## src/rtl/fd_circle_addr_seq.sv

```systemverilog
// Streams SRAM addresses of the 16 radius-3 Bresenham circle pixels around a FAST9 candidate,
// then repeats the first EXTRA positions so a contiguous 9-run can be checked without buffering.
module fd_circle_addr_seq #(
    parameter int unsigned COLUMNS = 180,
    parameter int unsigned ROWS    = 120,
    parameter int unsigned EXTRA   = 8,
    parameter int unsigned XW      = $clog2(COLUMNS),
    parameter int unsigned YW      = $clog2(ROWS),
    parameter int unsigned ADDR_W  = $clog2(COLUMNS * ROWS)
) (
    input  logic              clk,
    input  logic              reset,
    input  logic              in_valid,
    output logic              in_ready,
    input  logic [XW-1:0]     in_x,
    input  logic [YW-1:0]     in_y,
    output logic              out_valid,
    input  logic              out_ready,
    output logic [ADDR_W-1:0] out_addr,
    output logic [3:0]        out_idx,
    output logic              out_last,
    output logic              rej
);

    localparam int unsigned BEATS = 16 + EXTRA;
    localparam int unsigned BW    = $clog2(BEATS);
    localparam logic [BW-1:0] LAST_BEAT = BW'(BEATS - 1);
    localparam logic [XW-1:0] X_MIN = XW'(3);
    localparam logic [XW-1:0] X_MAX = XW'(COLUMNS - 4);
    localparam logic [YW-1:0] Y_MIN = YW'(3);
    localparam logic [YW-1:0] Y_MAX = YW'(ROWS - 4);
    localparam int C = int'(COLUMNS);

    typedef enum logic [1:0] {IDLE, EMIT, REJ} state_e;

    state_e            state_q, state_d;
    logic [ADDR_W-1:0] centre_q, centre_d;
    logic [3:0]        idx_q, idx_d;
    logic [BW-1:0]     beat_q, beat_d;

    logic                     border_c;
    logic signed [ADDR_W:0]   off_c;
    logic signed [ADDR_W:0]   addr_sum_c;

    // Signed address offset of circle position i, clockwise from 12 o'clock.
    function automatic logic signed [ADDR_W:0] circ_off(input logic [3:0] i);
        case (i)
            4'd0:    circ_off = (ADDR_W+1)'(-3 * C);
            4'd1:    circ_off = (ADDR_W+1)'(-3 * C + 1);
            4'd2:    circ_off = (ADDR_W+1)'(-2 * C + 2);
            4'd3:    circ_off = (ADDR_W+1)'(-C + 3);
            4'd4:    circ_off = (ADDR_W+1)'(3);
            4'd5:    circ_off = (ADDR_W+1)'(C + 3);
            4'd6:    circ_off = (ADDR_W+1)'(2 * C + 2);
            4'd7:    circ_off = (ADDR_W+1)'(3 * C + 1);
            4'd8:    circ_off = (ADDR_W+1)'(3 * C);
            4'd9:    circ_off = (ADDR_W+1)'(3 * C - 1);
            4'd10:   circ_off = (ADDR_W+1)'(2 * C - 2);
            4'd11:   circ_off = (ADDR_W+1)'(C - 3);
            4'd12:   circ_off = (ADDR_W+1)'(-3);
            4'd13:   circ_off = (ADDR_W+1)'(-C - 3);
            4'd14:   circ_off = (ADDR_W+1)'(-2 * C - 2);
            default: circ_off = (ADDR_W+1)'(-3 * C - 1);
        endcase
    endfunction

    always_ff @(posedge clk) begin
        if (reset) begin
            state_q  <= IDLE;
            centre_q <= '0;
            idx_q    <= '0;
            beat_q   <= '0;
        end else begin
            state_q  <= state_d;
            centre_q <= centre_d;
            idx_q    <= idx_d;
            beat_q   <= beat_d;
        end
    end

    // Next-state: accept/reject centre, advance beat on each consumed address.
    always_comb begin
        state_d  = state_q;
        centre_d = centre_q;
        idx_d    = idx_q;
        beat_d   = beat_q;
        border_c = (in_x < X_MIN) || (in_x > X_MAX) || (in_y < Y_MIN) || (in_y > Y_MAX);
        case (state_q)
            IDLE: begin
                if (in_valid) begin
                    if (border_c) begin
                        state_d = REJ;
                    end else begin
                        state_d  = EMIT;
                        centre_d = ADDR_W'(in_y) * ADDR_W'(COLUMNS) + ADDR_W'(in_x);
                        idx_d    = '0;
                        beat_d   = '0;
                    end
                end
            end
            EMIT: begin
                if (out_ready) begin
                    if (beat_q == LAST_BEAT) begin
                        state_d = IDLE;
                    end else begin
                        beat_d = beat_q + BW'(1);
                        idx_d  = idx_q + 4'd1;
                    end
                end
            end
            default: state_d = IDLE;
        endcase
    end

    // Border rejection keeps the sum inside the frame, so truncation never wraps.
    always_comb begin
        off_c      = circ_off(idx_q);
        addr_sum_c = $signed({1'b0, centre_q}) + off_c;
    end

    assign in_ready  = (state_q == IDLE);
    assign out_valid = (state_q == EMIT);
    assign rej       = (state_q == REJ);
    assign out_idx   = idx_q;
    assign out_addr  = addr_sum_c[ADDR_W-1:0];
    assign out_last  = (state_q == EMIT) && (beat_q == LAST_BEAT);

endmodule

```

## config.mk

```make
export PLATFORM = sky130hd
export DESIGN_NAME = fd_circle_addr_seq
export DESIGN_NICKNAME = d
export VERILOG_FILES = /design/src/rtl/fd_circle_addr_seq.sv
export SDC_FILE = /design/constraint.sdc
export NUM_CORES = 1
export LEC_CHECK = 0
export BUFFER_PORTS_ARGS = -buffer_cell sky130_fd_sc_hd__buf_2
export CAP_MARGIN = 20
export CORE_ASPECT_RATIO = 0.8
export CORE_UTILIZATION = 34
export CTS_CLUSTER_SIZE = 40
export DETAILED_ROUTE_END_ITERATION = 8
export PLACE_DENSITY = 0.58
export SYNTH_ARGS = -nofsm -noshare
export SYNTH_HDL_FRONTEND = slang
export SYNTH_SLANG_ARGS = --single-unit
```

## constraint.sdc

```tcl
create_clock -name clk -period 4.1 [get_ports clk]
set_clock_uncertainty 0.05 [all_clocks]
set_input_delay 1.025 -clock clk [delete_from_list [all_inputs] [get_ports clk]]
set_output_delay 1.025 -clock clk [all_outputs]
set_load 0.05 [all_outputs]
```

==> out/summary.md, run 1 <==
Yosys mapped a number of flops with a built-in enable equal to 0. The post-detailed-placement half-perimeter wirelength is 6360 microns, and the number of buffer and inverter stages on the critical path is 5. Combinational share of power: 60.1%. The violation count after the first detailed-routing iteration was 88; the slew at the pin closest to its max-slew limit was 0.503 ns. The internal portion of the total power is 1.11 mW.

The synthesized instance count is 403, and the area fraction of the dominant cell type after synthesis is 21.0%. Entering global routing, the biggest net connects 28 pins. In this design, the largest share of critical-path delay is due to adder cells. For this block, the routed nets add up to 7710 microns of wire.

Fmax: 252 MHz. Setup violations remaining at the end of the flow were counted as 0. The via count is 3,070. The count of cells in the finished layout, fillers not included, comes to 613. STA classifies the critical path endpoint as a flop.

In the final routed layout, each cell accounts on average for 12.6 microns. Largest area contributor in the synthesized netlist: dfxtp_1. After synthesis, the cell types taking the most area are dfxtp_1 21%, ha_1 18%, fa_1 5.8%. The master cell of the clock root buffer is clkbuf_16. The worst setup path is of the in -> reg kind. The synthesized netlist occupies a cell area of 3440 sq um. The floorplan step set the die width to 114 microns.

The number of vias per cell after detailed routing came out at 5.01. After detailed routing, the number of remaining DRC violations is 0. For the sequential element share of the synthesized area, the log shows 21.0%.

The number of antenna diodes in the final layout is 0. Final number of max-transition violations: 0. The later pin in the worst-skew pair is clocked with a latency of 0.28 ns.

The largest fanout on the critical path came out at 3. The tightest min-delay check is of the reg -> reg type. The area growth from synthesis to layout is 25.9%. Routability-driven placement finished with a final weighted congestion of 0.858.

For this run, the post-layout net count is 554. Max-cap violations in this run came to 0. The run gives 9730 sq um as the area of the core region. Global routing consumed, over all layers together, 15.8% of the routing resources. Average size of a mapped cell: 8.53 sq um. The slowest cell on the critical path was fa_1. After global routing the overflow that remains totals 0. Synthesis inferred 36 register bits.

The run finished with clean final reports. Counting distinct cell types in the post-synthesis netlist gives 60. The time the worst path needs with I/O delays and setup works out to 3.98 ns.

Net switching is 42.2% of the power. Of the total power, registers draw 20.2%. The number of clock buffers added by TritonCTS is 5. The first global-routing pass estimated 13,400 microns of wire. For this design the ratio of total power to cell area is 443 nW/um^2.

The proportion of layout cells with a drive suffix above 1 was 25.6%; the biggest cell delay along the critical path was 0.50 ns. In this run the tool buffered the top-level ports with 41 buffer cells. The logs give 4060 sq um for the total cell area at the placement stage and 2,936 for the number of global-route vias before repair. The first-pass iteration count of the detailed router is 4. Measured along the y axis, the die boundary spans 91.9 microns. The final worst hold slack came out at 0.417 ns. The number of nets handed over by synthesis was 481. In this run the power spent charging and discharging nets is 0.810 mW. TritonCTS built the clock tree. The run gives 4.25 ns as the worst endpoint required time.

The count of endpoints failing hold in the final timing report was 0; the site row count was 32. The share of total power in the clock network was 19.7%. The I/O pin total came out at 42. For this design the static power due to leakage is 2.01 nW.

The most frequently used cell type in the post-synthesis netlist is ha_1. The commonest cells after synthesis are 49 x ha_1, 41 x inv_1, 36 x dfxtp_1. Walking the worst path, the cells encountered are buf_2 -> ha_4 -> ha_1 -> inv_1 -> fa_1 -> inv_1 -> ha_2 -> fa_2 -> a21o_1 -> a21oi_2 -> xnor2_2 -> buf_4 -> nand3_2 -> buf_4 -> xnor2_1 -> a211oi_1. After clock tree synthesis, the clock-pin slew on the worst setup and hold paths is 0.05 ns. The tools report the element type at the critical path start as an input pin. For this run, the number of Yosys warnings is 0. After routing the design area is 4330 sq um.

No sink is reached through more buffers than the 2 on the longest clock path. Cells fill 44.5% of the core in the end. The die covers 10,500 sq um. In this run the tightest slew margin relative to its limit is 66.5%. For this configuration, the core starts out at a cell density of 35.3%. The tools report the CTS H-tree depth as 2. For the number of antenna violations at the first check in global routing, the log shows 0. The share of async-settable or async-resettable flops after synthesis was 0%. For the worst setup path, the data arrival time is 4.12 ns. Once placement completed, the tool counted placed cells totaling 603.

For this run, the leading register cell type out of synthesis is dfxtp_1. The post-detailed-route count of antenna-violating nets is 0, and the clock net sink count is 36. Adding up every negative setup slack in the final design gives 0 ns. Final clock period utilization by the worst path: 97.0%.

Across the VDD grid, the largest voltage drop is 0.000166 V.
-- final timing paths --
kind                from      endpoint  slack (ns)  depth (start not counted)
min          centre_q[6]   centre_q[6]        0.42                          2
max              in_y[2]  centre_q[11]        0.12                         16
min reg2reg  centre_q[6]   centre_q[6]        0.42                          2
max reg2reg   state_q[0]      off_c[9]        1.41                          7
-- cells in the final DEF, fill, tap and decap left out, drive strengths merged, types with 2 or more instances in the layout --
cell      n
xor2     10
o2111ai   3
nor3     10
or3       9
a21oi    25
dfxtp    36
o21bai    4
inv      43
or2       2
o21a      7
nand3    11
a211o     3
buf      76
nor4      5
o31a      2
and2      3
nor2b     6
mux2i     5
nand2    21
o21ai    12
clkbuf    8
xnor2    23
ha       49
mux2      2
fa       10
a31oi     3
nor2     28
a211oi   18
o31ai     2
nand4     4
nand2b    4
and3      6
o211ai    6
a21o      7
-- flip-flops by register name, summed over array words and instances, names as in the netlist --
name,flops
centre_q,15
beat_q,5
out_idx,4
state_q,2
off_c,10
-- layer usage --
layer,GRT usage (%),vias to the layer above,wire [microns]
met4,3.25,0,41
met3,2.91,4,209
met1,20.8,1440,3840
li1,-,1585,-
met5,0,-,0
met2,26.8,41,3620
-- what timing repair did --
action                                  in CTS  in global routing
hold buffers                                 0                  0
pin swaps                                    0                 14
gates resized for setup                      1                 19
endpoints found under the setup margin       1                  5
setup buffers                                0                  2
-- cell type report --
class / count / area [sq um]
clock buffers: 8 / 146
repair buffers: 76 / 468
inverters: 43 / 161
multi-input cells: 314 / 2660
flip-flops and latches: 36 / 721
well taps: 136 / 170
fillers: 977 / 5400
-- stage by stage --
| step | setup WS, ns | power, mW |
|---|---|---|
| 2_1_floorplan | 0.000991 | 1.15 |
| 3_3_place_gp | -0.263 | 1.45 |
| 3_5_place_dp | -0.310 | 1.46 |
| 4_1_cts | 0.00218 | 1.84 |
| 5_1_grt | -0.0252 | 2.06 |
| 6_report | 0.124 | 1.92 |
-- worst register-to-register path: cells and delay by family (launching register included) --
family	cells	cell delay, ns
buffers and inverters	1	0.17
AOI/OAI and AO/OA	2	0.74
and+or+nand+nor	3	0.92
muxes	1	0.35
DFF	1	0.35
-- power by group through the flow --
| stage | Clock (mW) | Sequential [mW] | Combinational [mW] |
|---|---|---|---|
| 2_1_floorplan | 0 | 0.392 | 0.763 |
| 3_3_place_gp | 0 | 0.395 | 1.05 |
| 5_1_grt | 0.407 | 0.392 | 1.26 |
| 4_1_cts | 0.386 | 0.388 | 1.07 |
| 3_5_place_dp | 0 | 0.395 | 1.06 |
| 6_report | 0.378 | 0.387 | 1.15 |
-- kinds of logic after synthesis --
group                      share of synthesized area [%]
adders and majority gates                           23.7
and+or+nand+nor                                     17.9
DFF                                                 21.0
muxes                                               2.11
xor gates and xnor gates                            8.84
AOI/OAI and AO/OA                                   20.4
buffers and inverters                               6.15
Power figures use the tool's default switching activity.
==> inputs of run 2 (changes only) <==
- CORE_MARGIN: unset -> 3
==> run 2 against run 1 <==
  * Power up 5.7%
  * Die area increased by 8.0%
  * Global-route usage decreased by 1.4 points
  * Sequential power hardly changed
  * Final area rose by 2.7%
  * Final cell count is 0.16% lower
  * Flip-flop and latch count did not move
  * Critical path depth shrank 2
  * Register-to-register slack got worse by 0.06 ns
  * Wire length increased by 3.5%
  * Count of clock-buffer cells in the layout down 1
  * Critical endpoint is now centre_q[9]
  * Largest cell class unchanged
  * Largest power group unchanged
  * Highest routed layer unchanged
==> out/summary.md, run 2 (same netlist as run 1, synthesis figures left out) <==
The worst setup path is launched from an input pin. The combinational share of power was 58.2% (-1.9 points). In this run the critical register-to-register path is launched from state_q[0]. Capture point of the worst reg-to-reg path: off_c[9]. Time the worst path needs with I/O delays and setup: 3.91 ns (-0.0655 ns). The tools report the number of cells after detailed placement as 604 (+0.17%). The run gives 0 (unchanged) as the final number of max-transition violations. The CTS H-tree depth came out at 2 (unchanged). The run finished with clean final reports. The logs give 35.3% (unchanged) for the initial cell density of the core and 2 (unchanged) for the largest buffer count on any clock path.

For the first-pass iteration count of the detailed router, the log shows 4 (unchanged). The overall die width works out to 118 microns (+3.5%). In this run the worst setup path begins at in_y[2].

The category of the most critical setup path was in -> reg. The power density of the placed cells is 456 nW/um^2 (+3.0%), and the number of vias per cell after detailed routing is 4.94 (-1.3%). The share of total power in the clock network came out at 22.7% (+3.0 points). The count of buffers added by post-CTS timing repair for setup was 0 (unchanged); the proportion of layout cells with a drive suffix above 1 was 27.5% (+1.9 points).

Post-layout net count: 553 (-0.18%). The tools report the reg2reg setup slack as 1.35 ns (-0.06 ns). The highest layer touched by signal routing is met4. Post-detailed-placement half-perimeter wirelength: 6470 microns (+1.7%).

The worst reg2reg path depth is 7 (unchanged). The slew at the pin closest to its max-slew limit is 0.494 ns (-0.00881 ns). The tools report the overall track demand over capacity in global routing as 14.4% (-1.4 points). Floorplan die area: 11,400 sq um (+8.0%). The total clock buffers created by CTS is 5 (unchanged), and the internal power is 1.20 mW (+8.5%). The average wire per standard cell is 13.0 microns (+3.7%).

The type of the most critical hold path is reg -> reg. The total length of routed met2 wires was 3700 microns (+2.3%); the number of diodes was 0 (unchanged). The signal on the critical path passes through buf_2 -> ha_4 -> ha_4 -> inv_1 -> fa_1 -> inv_1 -> ha_2 -> fa_2 -> ha_4 -> or3_1 -> o211a_1 -> buf_4 -> xnor2_1 -> a211oi_1. The last weighted congestion value of the routability-driven placer came out at 0.840 (-2.1%).

The global-route wire length before repair is 13,500 microns (+0.78%). For the overall overflow remaining after global route, the log shows 0 (unchanged). The tools report the met3 wire length as 218 microns (+4.3%). The number of global-route vias before repair is 2,924 (-0.41%).

The clock slew seen by the registers of the worst setup and hold paths works out to 0.05 ns (about the same). Register containing the most flip-flops in the final layout: centre_q. In this run the worst setup path terminates at centre_q[9].

The area of the core region is 9730 sq um (unchanged), and the area added between synthesis and finish is 29.3%. The violation count after the first detailed-routing iteration came out at 94 (+6.8%). The tools report the clock net sink count as 36 (unchanged). The flip-flop count of the largest register after layout came out at 15 (unchanged).

The largest net degree at the start of global routing was 28 (unchanged). Number of antenna violations at the first check in global routing: 0 (unchanged). The largest fanout on the critical path came out at 4 (+1). Master cell of the clock root buffer: clkbuf_16. The tools report the utilization after layout as 45.7% (+1.2 points). The switching share of total power came out at 40.7% (-1.5 points). The category of the worst setup path capture point was a flop. The final clock period utilization by the worst path is 95.4% (-1.6 points).

The worst endpoint data arrival time is 4.05 ns (-0.07 ns), and the leakage power is 2.02 nW (+0.81%). The final worst hold slack was 0.420 ns (+0.00380 ns); the count of endpoints failing hold in the final timing report was 0 (unchanged). The library cell appearing most often on the critical path is ha_4. Count of hold buffers inserted by post-cts repair: 0 (unchanged). The run gives 0 (unchanged) as the number of design rule violations left after detail routing. The post-detailed-route count of antenna-violating nets was 0 (unchanged). For the total length of routed wires, the log shows 7980 microns (+3.5%).

The height of the die was 95.9 microns (+4.4%); the number of non-filler instances in the completed layout was 612 (-0.16%). The relative contribution of sequential cells to total power is 19.1% (-1.1 points). The slowest cell on the critical path was fa_1. The via count was 3,026 (-1.4%). TritonCTS built the clock tree.

Fmax: 256 MHz (+1.7%). The run gives 4000 microns (+4.2%) as the detailed-route wire length on metal 1. The count of final setup violators is 0 (unchanged), and the worst endpoint required time is 4.24 ns (about the same). The worst max-slew margin expressed relative to the limit is 67.0% (+0.59 points). The run gives 42 (unchanged) as the I/O pin total. Total of buffers placed on input and output ports: 41 (unchanged).

The tools report the site row count as 32 (unchanged). For the net switching power of the design, the log shows 0.824 mW (+1.8%). The later-pin clock latency in the skew report is 0.28 ns (about the same), and the biggest cell delay along the critical path is 0.45 ns (-0.05 ns). The run gives 0.000183 V (+10%) as the worst vdd rail ir drop. In the layout the commonest cells are 39 x inv_1, 39 x buf_2, 37 x ha_1, 36 x dfxtp_1, 35 x buf_4.

Setup repair after global routing left no endpoint under its margin. The number of max-cap violations was 0 (unchanged).
[run 2: per-stage QoR]
| stage | setup TNS (ns) | setup slack, ns | area [sq um] | total power [mW] |
|---|---|---|---|---|
| CTS | 0 | 0.0347 | 4260 | 1.95 |
| global placement | -1.01 | -0.262 | 4060 | 1.46 |
| finish | 0 | 0.190 | 4450 | 2.03 |
| global route | 0 | 0.00506 | 4450 | 2.18 |
| floorplan | 0 | 0.000991 | 3480 | 1.15 |
| detailed placement | -1.34 | -0.339 | 4060 | 1.47 |
[run 2: worst min path at each step]
stage / from / end / slack, ns / cells past startpoint
2_1_floorplan: centre_q[5] / centre_q[5] / 0.39 / 2
3_3_place_gp: centre_q[6] / centre_q[6] / 0.41 / 2
3_5_place_dp: centre_q[7] / centre_q[7] / 0.42 / 2
4_1_cts: centre_q[6] / centre_q[6] / 0.42 / 2
5_1_grt: centre_q[7] / centre_q[7] / 0.45 / 2
6_report: centre_q[6] / centre_q[6] / 0.42 / 2
[run 2: cell type report]
| class | instances | area [sq um] |
|---|---|---|
| fill | 948 | 5280 |
| multi-input combinational | 314 | 2740 |
| sequential | 36 | 721 |
| timing repair buffer | 75 | 469 |
| tap | 136 | 170 |
| inverter | 43 | 161 |
| clock buffer | 7 | 153 |
| clock inverter | 1 | 30.0 |
[run 2: repair_timing]
action | in CTS | in global routing
resized for setup | 2 | 31
pin swaps | 0 | 19
setup endpoints to repair | 1 | 5
hold endpoints to repair | 0 | 0
[run 2: power groups by stage]
stage | combinational, mW | clock, mW | sequential (mW)
finish | 1.18 | 0.460 | 0.387
global route | 1.31 | 0.488 | 0.390
CTS | 1.09 | 0.472 | 0.388
detailed placement | 1.07 | 0 | 0.395
global placement | 1.06 | 0 | 0.395
floorplan | 0.763 | 0 | 0.392
[run 2: routing by layer]
metal | vias to the layer above | track usage (%)
met3 | 5 | 3.11
met1 | 1401 | 19.0
met4 | 0 | 2.89
met2 | 29 | 24.5
li1 | 1591 | -
met5 | - | 0
[run 2: worst max-delay path: cells and delay by family]
kind	cells	cell delay [ns]
xor gates and xnor gates	1	0.12
and+or+nand+nor	1	0.30
adders and majority gates	6	1.75
AOI/OAI and AO/OA	2	0.46
buffers and inverters	4	0.39
